**src/rtl/wb_pkg.sv**
```systemverilog
`default_nettype none
// ============================================================================
//  Module      : wb_pkg
//  Description : Shared constants and types for the Wishbone slave decoder.
//  Revision    : 1.0 - initial release
// ============================================================================
package wb_pkg;

    localparam int WB_NSLV    = 4;
    localparam int c_wb_idx_w = $clog2(WB_NSLV);

    typedef enum logic [1:0] {
        ST_IDLE   = 2'd0,
        ST_ACTIVE = 2'd1,
        ST_ERROR  = 2'd2
    } wb_state_e;

    localparam logic [WB_NSLV*32-1:0] c_wb_def_base =
        {32'h3000_0000, 32'h2000_0000, 32'h1000_0000, 32'h0000_0000};
    localparam logic [WB_NSLV*32-1:0] c_wb_def_mask = {WB_NSLV{32'hF000_0000}};

    // Overlapping address maps resolve to the lowest slave index.
    function automatic logic [c_wb_idx_w-1:0] wb_first_hit(input logic [WB_NSLV-1:0] hit);
        logic [c_wb_idx_w-1:0] idx;
        idx = '0;
        for (int i = WB_NSLV - 1; i >= 0; i--) begin
            if (hit[i]) idx = c_wb_idx_w'(i);
        end
        return idx;
    endfunction

endpackage
`default_nettype wire

```
**src/rtl/wb_watchdog.sv**
```systemverilog
`default_nettype none
// ============================================================================
//  Module      : wb_watchdog
//  Description : Transfer watchdog; down-counter loaded on clear, expired at 0.
//  Revision    : 1.0 - initial release
// ============================================================================
module wb_watchdog #(
    parameter int TIMEOUT = 255
) (
    input  logic CLK,
    input  logic RST_N,
    input  logic clear,
    input  logic en,
    output logic expired
);

    generate
        if (TIMEOUT > 0) begin : g_enabled
            localparam int               c_cnt_w = $clog2(TIMEOUT + 1);
            localparam logic [c_cnt_w-1:0] c_load = c_cnt_w'(TIMEOUT - 1);

            logic [c_cnt_w-1:0] r_count;

            // Loaded with TIMEOUT-1 so it reaches 0 in the TIMEOUT-th enabled cycle.
            always_ff @(posedge CLK or negedge RST_N) begin
                if (!RST_N) begin
                    r_count <= '0;
                end else if (clear) begin
                    r_count <= c_load;
                end else if (en && (r_count != '0)) begin
                    r_count <= r_count - 1'b1;
                end
            end

            assign expired = (r_count == '0);
        end else begin : g_disabled
            logic w_unused;
            assign w_unused = CLK ^ RST_N ^ clear ^ en;
            assign expired  = 1'b0;
        end
    endgenerate

endmodule
`default_nettype wire

```
**src/rtl/wishbone_decoder.sv**
```systemverilog
`default_nettype none
// ============================================================================
//  Module      : wishbone_decoder
//  Description : Wishbone classic address decoder / slave mux with watchdog.
//  Revision    : 1.0 - initial release
// ============================================================================
module wishbone_decoder
    import wb_pkg::*;
#(
    parameter int                        ADDR_W   = 32,
    parameter int                        DATA_W   = 32,
    parameter logic [WB_NSLV*ADDR_W-1:0] SLV_BASE = c_wb_def_base,
    parameter logic [WB_NSLV*ADDR_W-1:0] SLV_MASK = c_wb_def_mask,
    parameter int                        TIMEOUT  = 255
) (
    input  logic                      CLK,
    input  logic                      RST_N,
    input  logic                      CYC_I,
    input  logic                      STB_I,
    input  logic                      WE_I,
    input  logic [ADDR_W-1:0]         ADR_I,
    input  logic [DATA_W-1:0]         DAT_I,
    input  logic [DATA_W/8-1:0]       SEL_I,
    output logic                      ACK_O,
    output logic                      ERR_O,
    output logic [DATA_W-1:0]         DAT_O,
    output logic [WB_NSLV-1:0]        CYC_O,
    output logic [WB_NSLV-1:0]        STB_O,
    output logic [ADDR_W-1:0]         ADR_O,
    output logic [DATA_W-1:0]         DAT_WO,
    output logic [DATA_W/8-1:0]       SEL_O,
    output logic                      WE_O,
    input  logic [WB_NSLV-1:0]        ACK_I,
    input  logic [WB_NSLV-1:0]        ERR_I,
    input  logic [WB_NSLV*DATA_W-1:0] DAT_RI
);

    wb_state_e               r_state;
    wb_state_e               w_state_nxt;
    logic [c_wb_idx_w-1:0]   r_sel;
    logic [WB_NSLV-1:0]      w_hit;
    logic [c_wb_idx_w-1:0]   w_hit_idx;
    logic                    w_load;
    logic                    w_wd_clear;
    logic                    w_wd_en;
    logic                    w_wd_expired;
    logic                    w_sel_ack;
    logic                    w_sel_err;
    logic [DATA_W-1:0]       w_sel_dat;

    assign ADR_O  = ADR_I;
    assign DAT_WO = DAT_I;
    assign SEL_O  = SEL_I;
    assign WE_O   = WE_I;

    generate
        for (genvar gi = 0; gi < WB_NSLV; gi++) begin : g_hit
            assign w_hit[gi] = ((ADR_I & SLV_MASK[gi*ADDR_W +: ADDR_W])
                                == SLV_BASE[gi*ADDR_W +: ADDR_W]);
        end
    endgenerate

    assign w_hit_idx = wb_first_hit(w_hit);

    assign w_sel_ack = ACK_I[r_sel];
    assign w_sel_err = ERR_I[r_sel];
    assign w_sel_dat = DAT_RI[r_sel*DATA_W +: DATA_W];

    wb_watchdog #(
        .TIMEOUT (TIMEOUT)
    ) u_watchdog (
        .CLK     (CLK),
        .RST_N   (RST_N),
        .clear   (w_wd_clear),
        .en      (w_wd_en),
        .expired (w_wd_expired)
    );

    always_ff @(posedge CLK or negedge RST_N) begin
        if (!RST_N) begin
            r_state <= ST_IDLE;
            r_sel   <= '0;
        end else begin
            r_state <= w_state_nxt;
            if (w_load) r_sel <= w_hit_idx;
        end
    end

    always_comb begin
        w_state_nxt = r_state;
        w_load      = 1'b0;
        w_wd_clear  = 1'b0;
        w_wd_en     = 1'b0;
        CYC_O       = '0;
        STB_O       = '0;
        ACK_O       = 1'b0;
        ERR_O       = 1'b0;
        DAT_O       = '0;
        case (r_state)
            ST_IDLE: begin
                if (CYC_I && STB_I) begin
                    if (|w_hit) begin
                        w_load      = 1'b1;
                        w_wd_clear  = 1'b1;
                        w_state_nxt = ST_ACTIVE;
                    end else begin
                        w_state_nxt = ST_ERROR;
                    end
                end
            end
            ST_ACTIVE: begin
                CYC_O[r_sel] = CYC_I;
                STB_O[r_sel] = STB_I;
                ACK_O        = w_sel_ack & ~w_sel_err;
                ERR_O        = w_sel_err;
                DAT_O        = w_sel_dat;
                // A slave termination beats both an abort and a watchdog expiry.
                if (w_sel_ack || w_sel_err) begin
                    w_state_nxt = ST_IDLE;
                end else if (!CYC_I) begin
                    w_state_nxt = ST_IDLE;
                end else begin
                    w_wd_en = 1'b1;
                    if (w_wd_expired) w_state_nxt = ST_ERROR;
                end
            end
            ST_ERROR: begin
                ERR_O       = CYC_I & STB_I;
                w_state_nxt = ST_IDLE;
            end
            default: begin
                w_state_nxt = ST_IDLE;
            end
        endcase
    end

endmodule
`default_nettype wire

```
**config.mk**
```make
export PLATFORM = sky130hd
export DESIGN_NAME = wishbone_decoder
export DESIGN_NICKNAME = d
export VERILOG_FILES = /design/src/rtl/wb_pkg.sv /design/src/rtl/wb_watchdog.sv /design/src/rtl/wishbone_decoder.sv
export SDC_FILE = /design/constraint.sdc
export NUM_CORES = 1
export LEC_CHECK = 0
export BUFFER_PORTS_ARGS = -buffer_cell sky130_fd_sc_hd__buf_2
export CAP_MARGIN = 20
export CELL_PAD_IN_SITES_DETAIL_PLACEMENT = 1
export CELL_PAD_IN_SITES_GLOBAL_PLACEMENT = 1
export CORE_AREA = 5 5 122 124
export CTS_CLUSTER_DIAMETER = 200
export DETAILED_ROUTE_END_ITERATION = 12
export DIE_AREA = 0 0 127 129
export PLACE_DENSITY = 0.81
export SYNTH_ARGS = -nofsm -noshare
export SYNTH_HDL_FRONTEND = slang
export SYNTH_HIERARCHICAL = 1
export SYNTH_SLANG_ARGS = --single-unit
```
**constraint.sdc**
```tcl
create_clock -name CLK -period 2.7 [get_ports CLK]
set_input_delay 0.135 -clock CLK [delete_from_list [all_inputs] [get_ports CLK]]
set_output_delay 0.135 -clock CLK [all_outputs]
set_load 0.01 [all_outputs]
```
; ---- After elaboration in Yosys (flattened, before gate mapping)
; Index checks and enable logic that the tools add are counted.
[classes]
add_sub_neg = 1
n_eq_ne = 7
n_lt_le_gt_ge = 2
muxes = 29
reduce_logical = 11
bitwise_logic = 5
shifts = 1
[op_table]
columns = op, n
row1 = $shiftx A128 B8 Y32, 1
row2 = $logic_not A32 Y1, 1
row3 = $mux W32, 1
row4 = $mux W2, 9
row5 = $mux W8, 2
row6 = $mux W1, 10
row7 = $and A4 B4 Y4, 2
row8 = $eq A4 B2 Y1 const B, 2
row9 = $logic_not A8 Y1, 1
row10 = $mux W4, 2
row11 = $reduce_bool A8 Y1, 1
row12 = $sub A8 B1 Y8 const B, 1
row13 = $bmux W1 S2, 2
row14 = $eq A4 B1 Y1 const B, 1
row15 = $ne A4 B3 Y1 const B, 1
row16 = $pmux W2 S2, 1
row17 = $reduce_or A4 Y1, 1
row18 = $logic_and A1 B1 Y1, 3
row19 = $lt A2 B3 Y1 const B, 1
row20 = $and A1 B1 Y1, 2
row21 = $demux W1 S2, 1
row22 = $eq A2 B1 Y1 const B, 1
row23 = $eq A2 B2 Y1 const B, 1
row24 = $ge A2 B1 Y1 const B, 1
row25 = 7 further kinds, 7
[totals]
inputBits = 209
out_inout_bits = 111
reg_bits = 12

; ---- Longest topological paths before layout
[logic_depth]
ltp_word = 8
depth_mapped = 7
mapped_depth_nobuf = 6

; ---- Cells and area by module
; Netlist, hierarchy kept.
[by_module_without_submodules]
columns = mod, cells_each, area_per_inst_um2, n_inst, seq_area_each_um2
row1 = wishbone_decoder, 188, 1888.1, 1, 100.1
row2 = wb_watchdog, 47, 471.7, 1, 200.2

; ---- Worst setup path before layout
; No wires, ideal clock.
[synth_timing]
path_type = reg2reg
start = reg r_sel[0]
end = reg u_watchdog.g_enabled.r_count[5]
t_required_ns = 2.631
path_buffers = 1
arrival_time_ns = 2.329
stages_incl_launch_ff = 7
slack_ns = 0.302
period_less_slack_ns = 2.398
cell_sequence = dfrtp_1 > buf_6 > mux4_2 > and4bb_2 > or4b_4 > or4_1 > nand3b_1
[synth_via]
elab_chain_len = 7
elab_cells_between_ends = 9
classes_between = 6 x mux / 3 x reduce/logical
[synth_lines]
columns = element, line_no
row1 = start: declaration, wishbone_decoder.sv:40  ; logic [c_wb_idx_w-1:0] r_sel;
row2 = start signal: assignment, wishbone_decoder.sv:85  ; if (w_load) r_sel <= w_hit_idx;
row3 = $bmux W1 S2 (on tied branches), "wishbone_decoder.sv:65, wishbone_decoder.sv:66"
row4 = $mux W1 (on tied branches), "wishbone_decoder.sv:65, wishbone_decoder.sv:66"
row5 = $logic_or A1 B1 Y1 *, wishbone_decoder.sv:118  ; if (w_sel_ack || w_sel_err) begin
row6 = $mux W1 *, wishbone_decoder.sv:118
row7 = $mux W1 *, wishbone_decoder.sv:99  ; case (r_state)
row8 = net w_wd_en, wishbone_decoder.sv:45  ; logic w_wd_en;
row9 = $logic_and A1 B1 Y1 *, wb_watchdog.sv:30  ; end else if (en && (r_count != '0)) begin
row10 = $reduce_bool A2 Y1 (no line) *, n/a
row11 = end signal: assignment, wb_watchdog.sv:29  ; r_count <= c_load;
row12 = end signal: assignment, wb_watchdog.sv:31  ; r_count <= r_count - 1'b1;
row13 = end: declaration, wb_watchdog.sv:22  ; logic [c_cnt_w-1:0] r_count;
; The timed path passes the listed nets; every way through them passes the cells marked *. The select of a mux whose other input is x is not followed.
; A chain may end at the register's enable or synchronous reset.

; ---- Worst setup path in the final report
; Same ends and word-level chain as after synthesis.

==> impl_metrics.env <==
export IMPL_slew_viol_final=0
export IMPL_die_h_um=129
export IMPL_drc=0
export IMPL_synth_top_family_by_area="multiplexers"
export IMPL_async_flop_share_pct=100
export IMPL_overflow=0
export IMPL_drt_wl_total_mm=10.3
export IMPL_htree_levels=1
export IMPL_synth_seq_cells=12
export IMPL_grt_use_total_pct=11.7
export IMPL_synth_cell_types=39
export IMPL_p_total_mw=1.92
export IMPL_ir_drop_mv=0.590
export IMPL_cts_buffer_depth=2
export IMPL_die_w_um=127
export IMPL_diodes=0
export IMPL_synthAdderAreaFrac_pct=2.65
export IMPL_dp_slack_ns=0.239
export IMPL_clk_pin_slew_ns=0.05
export IMPL_ys_warn_count=6
export IMPL_hold_path_class="in -> reg"
export IMPL_grt_pass1_vias=2556
export IMPL_drtAntennaViolNets=0
export IMPL_nets=567
export IMPL_dp_hpwl_mm=9.03
export IMPL_dr_total_vias=2302
export IMPL_numCtsBuffers=3
export IMPL_io_buffers=189
export IMPL_fin_crit_sh_pct=91.6
export IMPL_io_pins=320
export IMPL_end_kind="register"
export IMPL_grt_max_degree=37
export IMPL_syn_area_per_cell_um2=10.0
export IMPL_place_congestion=0.908
export IMPL_synth_compound_area_share_pct=4.40
export IMPL_syn2layout_area_growth_pct=30.8
export IMPL_avgRoutedWirePerCell_um=19.3
export IMPL_cts_resized=0
export IMPL_synth_fp_nets=449
export IMPL_hold_violations=0
export IMPL_fin_ws_ns=0.226
export IMPL_synth_top_area_share_pct=32.4
export IMPL_setup_viol=0
export IMPL_cts_sinks=12
export IMPL_ys_top_cells_by_count="buf_4 (69), mux4_2 (34), and2_1 (33), nor2_1 (15), dfrtp_1 (12)"
export IMPL_status="complete, no violations"
export IMPL_synthFlopType="dfrtp_1"
export IMPL_fmax_mhz=404
export IMPL_required_ns=2.87
export IMPL_vias_per_cell=4.33
export IMPL_skew_ns=0.00188
export IMPL_path_class="reg -> reg"
export IMPL_ys_seq_area_share_pct=12.7
export IMPL_tightest_slew_ns=0.681
export IMPL_antenna_found_initial=3
export IMPL_p_leak_nw=1.50
export IMPL_grt_pass1_wl_mm=14.9
export IMPL_yosys_area_top_type="mux4_2"
export IMPL_synthMuxAreaShare_pct=35.2
export IMPL_finalSetupTns_ns=0
export IMPL_rsz0062_at_grt="false"
export IMPL_netlist_area_um2=2360
export IMPL_synth_simple_gate_area_share_pct=19.7
export IMPL_syn_inst=235
export IMPL_drive_above_1_share_pct=69.0
export IMPL_row_count=43
export IMPL_synth_edff_count=0
export IMPL_worst_setup_path_start_kind="register"
export IMPL_core_area_um2=13700
export IMPL_power_density_nw_per_um2=621
export IMPL_die_area_um2=16400
export IMPL_synth_area_top_cells="mux4_2 (32%), buf_4 (22%), dfrtp_1 (13%)"
export IMPL_cap_viol_max_count=0
export IMPL_cts_root_buf="clkbuf_16"
export IMPL_dr_pass1_iters=4
export IMPL_critPathMaxFanout=8
export IMPL_synth_xor_area_share_pct=0
export IMPL_cts_tree="done"
export IMPL_relSlewSlack_pct=54.5
export IMPL_yosys_cell_count_top_type="buf_4"
export IMPL_start_util_pct=17.3
export IMPL_drt_iter0_drc=100
export IMPL_arrival_ns=2.65
export IMPL_worstSkewPairLatency_ns=0.24
export IMPL_min_period_ns=2.47
per-stage QoR:
stage | hold slack [ns] | instances | area [µm²] | utilization [%]
final | 0.142 | 532 | 3090 | 22.6
after global placement | 0.0366 | 527 | 2990 | 21.9
after detailed placement | 0.0365 | 527 | 2990 | 21.9
after CTS | 0.142 | 532 | 3090 | 22.6
after global routing | 0.146 | 532 | 3090 | 22.6
after floorplan | -0.161 | 235 | 2360 | -
sequential cells by signal (all words and copies together), names as in the netlist:
| name | count |
|---|---|
| r_state | 2 |
| u_watchdog/g_enabled.r_count | 8 |
| r_sel | 2 |
per-layer routing:
metal | global-route usage, % | vias to the layer above | wire length (µm)
li1 | - | 1013 | -
met1 | 13.4 | 1134 | 3820
met2 | 20.5 | 134 | 5080
met3 | 5.11 | 17 | 1260
met4 | 2.40 | 4 | 83
met5 | 0 | - | 21
cell type report:
cell class / count / area (µm²)
Fill cell: 1656 / 10600
Multi-Input combinational cell: 136 / 1460
Timing Repair Buffer: 194 / 986
Sequential cell: 12 / 303
Tap cell: 180 / 225
Clock buffer: 4 / 88.8
Inverter: 6 / 22.5
power breakdown:
group	internal [mW]	switching, mW	leakage (nW)
logic	0.721	0.540	1.32
registers	0.258	0.0928	0.130
clock network	0.224	0.0822	0.0442
worst max-delay path: stages (launching register included):
cell      delay (ns)
dfrtp_2         0.40
mux4_2          0.53
and4bb_2        0.42
or4b_4          0.52
or4_1           0.42
nand3b_1        0.11
worst paths after layout:
| kind | slack (ns) | from | endpoint | cells after the start |
|---|---|---|---|---|
| min in group asynchronous | 0.31 | RST_N | u_watchdog/g_enabled.r_count[1] | 2 |
| worst max-delay path | 0.23 | r_sel[0] | u_watchdog/g_enabled.r_count[5] | 5 |
| worst min register to register | 0.57 | u_watchdog/g_enabled.r_count[6] | u_watchdog/g_enabled.r_count[6] | 1 |
| worst min-delay path | 0.14 | ADR_I[29] | r_sel[1] | 2 |
| max in group asynchronous | 2.14 | RST_N | r_sel[0] | 2 |
| worst max register to register | 0.23 | r_sel[0] | u_watchdog/g_enabled.r_count[5] | 5 |
repair_timing:
| action | in CTS | in global routing |
|---|---|---|
| buffers inserted | 0 | 0 |
| hold buffers | 1 | 0 |
| endpoints found under the hold margin | 12 | 0 |
cells by family (layout without fill, tap and decap cells):
kind of cell / count (synthesis) / in the layout
AO/OA/AOI/OAI: 12 / 12
adder cells (fa/ha/maj): 5 / 5
buffers and inverters: 87 / 204
flip-flops: 12 / 12
multiplexers: 40 / 40
AND/OR/NAND/NOR: 79 / 79
placed cells by master, fill, tap and decap left out, types with 3 or more instances in the layout:
| master | n |
|---|---|
| and2_1 | 33 |
| buf_2 | 189 |
| buf_4 | 4 |
| clkbuf_16 | 3 |
| dfrtp_1 | 10 |
| ha_1 | 5 |
| inv_1 | 6 |
| mux2_2 | 3 |
| mux2i_1 | 3 |
| mux4_2 | 34 |
| nand2_1 | 6 |
| nand2b_1 | 3 |
| nor2_1 | 15 |
| nor2b_1 | 5 |
No activity file was read; power rests on OpenSTA's default activity.
